<file path="src/rtl/y86_regfile_sb.sv">
// Y86 register file: two combinational read ports, E/M writeback ports with optional
// same-cycle bypass, and a per-register scoreboard of outstanding writes for hazard detection.
module y86_regfile_sb #(
    parameter int                  DATA_WID = 64,
    parameter int                  ADDR_WID = 4,
    parameter int                  NUM_REGS = 15,
    parameter logic [ADDR_WID-1:0] RNONE    = {ADDR_WID{1'b1}},
    parameter int                  BYPASS   = 1,
    parameter int                  CNT_WID  = 2
) (
    input  logic                CLK,
    input  logic                RST_N,
    input  logic [ADDR_WID-1:0] srcA,
    input  logic [ADDR_WID-1:0] srcB,
    output logic [DATA_WID-1:0] valA,
    output logic [DATA_WID-1:0] valB,
    output logic                hazardA,
    output logic                hazardB,
    input  logic [ADDR_WID-1:0] destE,
    input  logic [DATA_WID-1:0] valE,
    input  logic [ADDR_WID-1:0] destM,
    input  logic [DATA_WID-1:0] valM,
    input  logic                issue_valid,
    input  logic [ADDR_WID-1:0] issue_destE,
    input  logic [ADDR_WID-1:0] issue_destM,
    output logic                issue_ready,
    output logic                sb_err
);

    localparam logic [CNT_WID-1:0] CNT_MAX = {CNT_WID{1'b1}};

    logic [DATA_WID-1:0] regs_q [NUM_REGS];
    logic [CNT_WID-1:0]  cnt_q  [NUM_REGS];
    logic [CNT_WID-1:0]  cnt_d  [NUM_REGS];
    logic                sb_err_q, sb_err_d;
    logic [NUM_REGS-1:0] inc, dec;
    logic                fire;

    logic [ADDR_WID-1:0] src    [2];
    logic [DATA_WID-1:0] rd_val [2];
    logic                rd_haz [2];

    function automatic logic id_ok(input logic [ADDR_WID-1:0] id);
        return (id != RNONE) && (int'(id) < NUM_REGS);
    endfunction

    assign fire = issue_valid && issue_ready;

    // NOTE: every variable assigned in always_comb gets a default first, so no path can infer a latch.
    always_comb begin
        dec = '0;
        inc = '0;
        for (int r = 0; r < NUM_REGS; r++) begin
            dec[r] = (destE == ADDR_WID'(r)) || (destM == ADDR_WID'(r));
            inc[r] = fire && ((issue_destE == ADDR_WID'(r)) || (issue_destM == ADDR_WID'(r)));
        end
    end

    // A full counter blocks issue unless a writeback frees a slot this same cycle.
    always_comb begin
        issue_ready = 1'b1;
        if (id_ok(issue_destE) && cnt_q[issue_destE] == CNT_MAX && !dec[issue_destE])
            issue_ready = 1'b0;
        if (id_ok(issue_destM) && cnt_q[issue_destM] == CNT_MAX && !dec[issue_destM])
            issue_ready = 1'b0;
    end

    always_comb begin
        sb_err_d = sb_err_q;
        for (int r = 0; r < NUM_REGS; r++) begin
            cnt_d[r] = cnt_q[r];
            if (inc[r] && !dec[r]) begin
                cnt_d[r] = cnt_q[r] + 1'b1;
            end else if (dec[r] && !inc[r]) begin
                if (cnt_q[r] == '0) sb_err_d = 1'b1;
                else                cnt_d[r] = cnt_q[r] - 1'b1;
            end
        end
    end

    assign src[0] = srcA;
    assign src[1] = srcB;

    always_comb begin
        for (int p = 0; p < 2; p++) begin
            rd_val[p] = '0;
            rd_haz[p] = 1'b0;
            if (id_ok(src[p])) begin
                rd_val[p] = regs_q[src[p]];
                if (BYPASS != 0) begin
                    if (src[p] == destM)      rd_val[p] = valM;
                    else if (src[p] == destE) rd_val[p] = valE;
                end
                // With bypass, the write retiring now satisfies one outstanding count.
                if (BYPASS != 0 && dec[src[p]])
                    rd_haz[p] = cnt_q[src[p]] > CNT_WID'(1);
                else
                    rd_haz[p] = cnt_q[src[p]] != '0;
            end
        end
    end

    assign valA    = rd_val[0];
    assign valB    = rd_val[1];
    assign hazardA = rd_haz[0];
    assign hazardB = rd_haz[1];
    assign sb_err  = sb_err_q;

    // NOTE: the register array is reset explicitly because reads right after reset must return 0.
    // NOTE: sequential state uses non-blocking assignments so all registers update together.
    always_ff @(posedge CLK or negedge RST_N) begin
        if (!RST_N) begin
            sb_err_q <= 1'b0;
            for (int r = 0; r < NUM_REGS; r++) begin
                regs_q[r] <= '0;
                cnt_q[r]  <= '0;
            end
        end else begin
            sb_err_q <= sb_err_d;
            for (int r = 0; r < NUM_REGS; r++) begin
                cnt_q[r] <= cnt_d[r];
                if (dec[r]) regs_q[r] <= (destM == ADDR_WID'(r)) ? valM : valE;
            end
        end
    end

endmodule
</file>
<file path="config.mk">
export PLATFORM = sky130hd
export DESIGN_NAME = y86_regfile_sb
export DESIGN_NICKNAME = d
export VERILOG_FILES = /design/src/rtl/y86_regfile_sb.sv
export SDC_FILE = /design/constraint.sdc
export NUM_CORES = 2
export LEC_CHECK = 0
export CORE_MARGIN = 2
export CORE_UTILIZATION = 40
export CTS_CLUSTER_DIAMETER = 200
export DETAILED_ROUTE_END_ITERATION = 7
export HOLD_SLACK_MARGIN = 0.08
export PLACE_DENSITY = 0.59
export SLEW_MARGIN = 25
export SYNTH_ARGS = -nofsm -noshare
export SYNTH_HDL_FRONTEND = slang
export SYNTH_SLANG_ARGS = --single-unit
</file>
<file path="constraint.sdc">
create_clock -name CLK -period 8.1 [get_ports CLK]
set_input_delay 1.62 -clock CLK [delete_from_list [all_inputs] [get_ports CLK]]
set_output_delay 1.62 -clock CLK [all_outputs]
set_load 0.02 [all_outputs]
</file>
### Word level (Yosys, flattened, before mapping)

Cells that the tools add are included.

| storage, ports and cells | value |
|---|---|
| logic and storage cells | 470 |
| input bits | 155 |
| output and inout bits | 132 |
| register bits | 991 |

| operators by class | value |
|---|---|
| eq/ne operators | 81 |
| bitwise gates (word level) | 4 |
| add/sub/neg operators | 30 |
| reductions and logical operators | 167 |
| multiplexer cells | 143 |
| order comparisons | 14 |

Operator list:

| operator | count |
|---|---|
| $mux W64 | 25 |
| $bmux W64 S4 | 2 |
| $eq A4 B4 Y1 const B | 28 |
| $mux W2 | 53 |
| $eq A4 B3 Y1 const B | 16 |
| $mux W1 | 55 |
| $logic_and A1 B1 Y1 | 54 |
| $reduce_bool A2 Y1 | 17 |
| $bmux W2 S4 | 4 |
| $eq A4 B2 Y1 const B | 8 |
| $logic_not A1 Y1 | 32 |
| $add A2 B1 Y2 const B | 15 |
| $logic_not A2 Y1 | 15 |
| $logic_or A1 B1 Y1 | 30 |
| $ne A2 B2 Y1 const B | 15 |
| $reduce_and A2 Y1 | 15 |
| $sub A2 B1 Y2 const B | 15 |
| $ge A5 B5 Y1 const B | 4 |
| $lt A4 B5 Y1 const B | 4 |
| $not A4 Y5 | 4 |
| $bmux W1 S4 | 4 |
| $eq A4 B1 Y1 const B | 4 |
| $eq A4 B4 Y1 | 4 |
| $logic_not A4 Y1 | 4 |
| other kinds (4) | 12 |

### Longest topological paths before layout

| logic depth | value |
|---|---|
| word-level depth | 57 |
| depth in mapped cells | 16 |
| mapped depth without buffers | 12 |

### Worst setup path after synthesis

OpenSTA, ideal clock, no wires.

| timing path | value |
|---|---|
| path type | input to output |
| start | input port srcB[0] |
| end | output port valB[45] |
| setup slack | 2.713 ns |
| data arrival time | 3.767 ns |
| path buffers | 3 |
| required time | 6.480 ns |
| stages on the path | 7 |
| cell sequence | buf_2 buf_2 buf_1 mux4_2 mux4_2 mux2i_1 a211oi_1 |

| on the way | value |
|---|---|
| cells in the longest elaborated chain, start to end | 7 |
| elaborated cells on any way between the ends | 12 |
| classes of those cells | 1 x order compare; 3 x eq/ne; 6 x mux; 1 x bitwise; 1 x reduce/logical |

Ends and longest elaborated chain:

| element | line | text |
|---|---|---|
| start, declared | 14 | `input logic [ADDR_WID-1:0] srcB,` |
| $not A4 Y5 (implied by the code) | 89 | `rd_val[p] = regs_q[src[p]];` |
| $bmux W64 S4 | 89 |  |
| $mux W64 (implied by the code) (2 in a row) | 89 |  |
| $mux W64 | 92 | `else if (src[p] == destE) rd_val[p] = valE;` |
| $mux W64 | 91 | `if (src[p] == destM) rd_val[p] = valM;` |
| $mux W64 * | 88 | `if (id_ok(src[p])) begin` |
| end, declared | 16 | `output logic [DATA_WID-1:0] valB,` |

Mark *: on every way between the ends. The rest lies on a longest branch, timed or not. The select of a mux whose other input is x is not followed.

### Worst setup path after layout

| timing path | value |
|---|---|
| start | input port destE[1] |
| end | output port valB[0] |

| on the way | value |
|---|---|
| cells in the longest elaborated chain, start to end | 4 |

Ends and longest elaborated chain:

| element | line | text |
|---|---|---|
| start, declared | 19 | `input logic [ADDR_WID-1:0] destE,` |
| $eq A4 B4 Y1 | 92 |  |
| $mux W64 | 92 |  |
| $mux W64 | 91 |  |
| $mux W64 | 88 |  |

No other way between the ends.

==> results.cfg <==
[power_and_ir_drop]
p_clk_share_pct = 31.5
sw_frac_of_total_pct = 32.4
int_pwr_w = 0.0117
p_sw_w = 0.00559
comb_power_share_pct = 28.6
p_leak_nw = 29.1
power_frac_seq_pct = 39.9
peakVddDrop_uv = 182
power_per_cell_area_mw_per_mm2 = 233
total_power_w = 0.0173

[synth]
synth-seq-area-share_pct = 37.4
syn_area_per_cell_um2 = 10.0
synth_cell_type_count = 63
ys.warnings.count = 0
dominantRegCellSynth = sky130_fd_sc_hd__dfrtp_1
yosys_register_bits = 991
ys_top_cells_by_count = sky130_fd_sc_hd__mux2i_1 (1093), sky130_fd_sc_hd__nand2_1 (1092), sky130_fd_sc_hd__dfrtp_1 (991)
synthesis.area_mm2 = 0.0663
synth_largest_type_area_fraction_pct = 37.4
synthMostInstantiatedCell = sky130_fd_sc_hd__mux2i_1
yosysTopAreaCell = sky130_fd_sc_hd__dfrtp_1
post_synth_main_area_contributors = sky130_fd_sc_hd__dfrtp_1 (37%), sky130_fd_sc_hd__mux4_2 (18%), sky130_fd_sc_hd__mux2i_1 (17%)
synth_edf_count = 0
fraction_of_registers_with_async_set_reset_pct = 100
syn_inst = 6620
mappedNetlistNets = 6805

[placement]
dp.cells = 8388
place_hpwl_um = 142000
io_buffer_count = 286
gp_congestion = 0.886

[worst_setup_path]
timing.setup.critical_path_class = input pin to output pin
r2r.worst_path.cells = 10
crit_arrival_ns = 5.48
crit_required_ns = 6.48
regToRegEndpoint = sb_err$_DFF_PN0_
critPathCapture = valB[0]
rr_startpoint = cnt_q[14]$_DFFE_PN0P_
r2r_slack_ns = 4.53
worstSetupStartpoint = destE[1]
cp-end-kind = output pin
worstSetupStartpointType = input pin
critical_path_peak_fanout = 34

[clock_network]
clkLatencyLatePin_ns = 0.75
clock-root-buffer = sky130_fd_sc_hd__clkbuf_16
numClockSinks = 991
cts_buffer_depth = 3
post_cts_hold_buffer_count = 0
ctsHtreeMaxLevel = 3
tritoncts = yes
number_of_clock_buffers_inserted_by_tritoncts = 113
cts_clock_pin_slew_for_the_worst_setup_and_hold_paths_ns = 0.06
post_cts_resize_count = 0
post-cts-setup-buffer-count = 0

[die]
floorplan.die_area_mm2 = 0.169
dieHeight_um = 411
initial_core_util_pct = 40.2
die_w_um = 411
ioPinCount = 287
placementRows = 149
placeableCoreArea_mm2 = 0.165

[routing]
vias = 53600
drt_first_pass_iters = 7
detail_route.drc_violations = 0
post_route_antenna_net_violation_count = 0
detail_route.vias_per_cell = 6.24
drt_iter0_drc = 6406
wl_per_cell_um = 28.9
drt-total-wl_um = 249000

[worst_hold_path]
worstHoldPathType = flip-flop to flip-flop

[sta]
fmax_mhz = 141
timing.final.setup_violations = 0
fin_skew_ns = 0.0203
tightestPinTransition_ns = 1.13
fin_crit_ns = 7.10
hold_viol_final = 0
max_slew_headroom_pct = 24.6
rsz0062_at_grt = no
hold_ws_ns = 0.561
finalMaxSlewViolations = 0
timing.setup.tns_ns = 0
post-route-period-util_pct = 87.6

[grt]
grt_pass1_wl_um = 364000
grt_use_total_pct = 28.9
first_global_vias = 52200
largest_net_degree_at_the_start_of_global_routing = 163
initial_antenna_violation_count = 18
global_route.overflow_total = 0

[finish]
synthToLayoutAreaGrowth_pct = 11.7
layout.cells.non_filler = 8604
final_layout_size_suffix_gt1_share_pct = 14.2
finish.utilization_pct = 44.9
layout.nets = 6501

[run_status]
outcome = complete, no violations

[run]
drv_cap = 0
## worst max-delay path, stage by stage
cell,delay [ns]
sky130_fd_sc_hd__clkdlybuf4s50_1,1.08
sky130_fd_sc_hd__xor2_1,0.18
sky130_fd_sc_hd__nor4_2,0.58
sky130_fd_sc_hd__buf_12,0.36
sky130_fd_sc_hd__mux2i_1,0.85
sky130_fd_sc_hd__a211oi_1,0.20
sky130_fd_sc_hd__clkdlybuf4s50_1,0.59
## power by group through the flow
| stage | Sequential, W | Clock, W | Combinational, W |
|---|---|---|---|
| CTS | 0.00684 | 0.00549 | 0.00491 |
| finish | 0.00689 | 0.00543 | 0.00494 |
| global placement | 0.00684 | 0 | 0.00482 |
| floorplan | 0.00664 | 0 | 0.00338 |
| global route | 0.00701 | 0.00570 | 0.00530 |
| detailed placement | 0.00691 | 0 | 0.00491 |
## placed cells by master, fill, tap and decap left out, types with 7 or more instances in the layout
cell type,n
sky130_fd_sc_hd__clkdlybuf4s50_1,277
sky130_fd_sc_hd__clkbuf_16,115
sky130_fd_sc_hd__nor4b_1,18
sky130_fd_sc_hd__clkinv_2,18
sky130_fd_sc_hd__o21ai_0,814
sky130_fd_sc_hd__a31oi_1,66
sky130_fd_sc_hd__or3_1,15
sky130_fd_sc_hd__nand2b_1,12
sky130_fd_sc_hd__inv_1,23
sky130_fd_sc_hd__nand4_1,8
sky130_fd_sc_hd__o211ai_1,8
sky130_fd_sc_hd__and4bb_4,10
sky130_fd_sc_hd__buf_4,114
sky130_fd_sc_hd__mux2i_1,1093
sky130_fd_sc_hd__a211oi_1,67
sky130_fd_sc_hd__buf_6,7
sky130_fd_sc_hd__bufinv_16,9
sky130_fd_sc_hd__buf_12,25
sky130_fd_sc_hd__nor2_1,483
sky130_fd_sc_hd__nor3_2,8
sky130_fd_sc_hd__o22ai_1,16
sky130_fd_sc_hd__a21oi_1,279
sky130_fd_sc_hd__nor3b_1,14
sky130_fd_sc_hd__xnor2_1,12
sky130_fd_sc_hd__clkbuf_8,29
sky130_fd_sc_hd__a311oi_1,64
sky130_fd_sc_hd__nor4b_4,7
sky130_fd_sc_hd__nor3_1,10
sky130_fd_sc_hd__dfrtp_1,991
sky130_fd_sc_hd__nand2_1,1092
sky130_fd_sc_hd__clkbuf_1,29
sky130_fd_sc_hd__ha_1,30
sky130_fd_sc_hd__nor2b_1,30
sky130_fd_sc_hd__mux4_2,532
## layer usage
metal / GRT usage (%) / vias up / wire, um
met5: 0 / - / 72
met4: 9.88 / 12 / 8260
met3: 6.12 / 514 / 23200
met2: 44.9 / 2817 / 113000
met1: 40.2 / 27100 / 104000
li1: - / 23200 / -
## sequential cells by signal, summed over array words and instances, names as in the netlist
name / flops
regs_q: 960
cnt_q: 30
sb_err: 1
## cell families (layout without fill, tap and decap cells)
kind of cell	count (synthesis)	in the layout	synth area share, %
buffers and inverters	872	662	5.17
flip-flops	991	991	37.4
XOR/XNOR	16	16	0.211
adder cells (fa/ha/maj)	30	30	0.566
other	0	5	0
AO/OA/AOI/OAI	1341	1341	11.1
multiplexers	1625	1625	34.6
AND/OR/NAND/NOR	1745	1745	11.0
## worst min path at each step
stage | from | end | slack, ns | cells past startpoint
floorplan | regs_q[384]$_DFFE_PN0P_ | regs_q[384]$_DFFE_PN0P_ | 0.53 | 2
CTS | regs_q[445]$_DFFE_PN0P_ | regs_q[445]$_DFFE_PN0P_ | 0.56 | 2
global route | sb_err$_DFF_PN0_ | sb_err$_DFF_PN0_ | 0.58 | 2
detailed placement | regs_q[394]$_DFFE_PN0P_ | regs_q[394]$_DFFE_PN0P_ | 0.55 | 2
finish | sb_err$_DFF_PN0_ | sb_err$_DFF_PN0_ | 0.56 | 2
global placement | regs_q[419]$_DFFE_PN0P_ | regs_q[419]$_DFFE_PN0P_ | 0.54 | 2
## final cells by class
type	instances	area, um2
timing repair buffer	430	4340
antenna	5	12.5
inverter	23	86.3
clock inverter	36	464
sequential	991	24800
clock buffer	173	3390
tap	2189	2740
multi-input combinational	4757	38200
fill	15300	90800
## stage by stage
stage	cell area (um2)	worst slack (ns)
floorplan	66300	2.71
global placement	70100	0.524
detailed placement	70100	1.10
CTS	74000	1.04
global route	74000	0.814
finish	74000	1.00
Power figures use the tool's default switching activity.
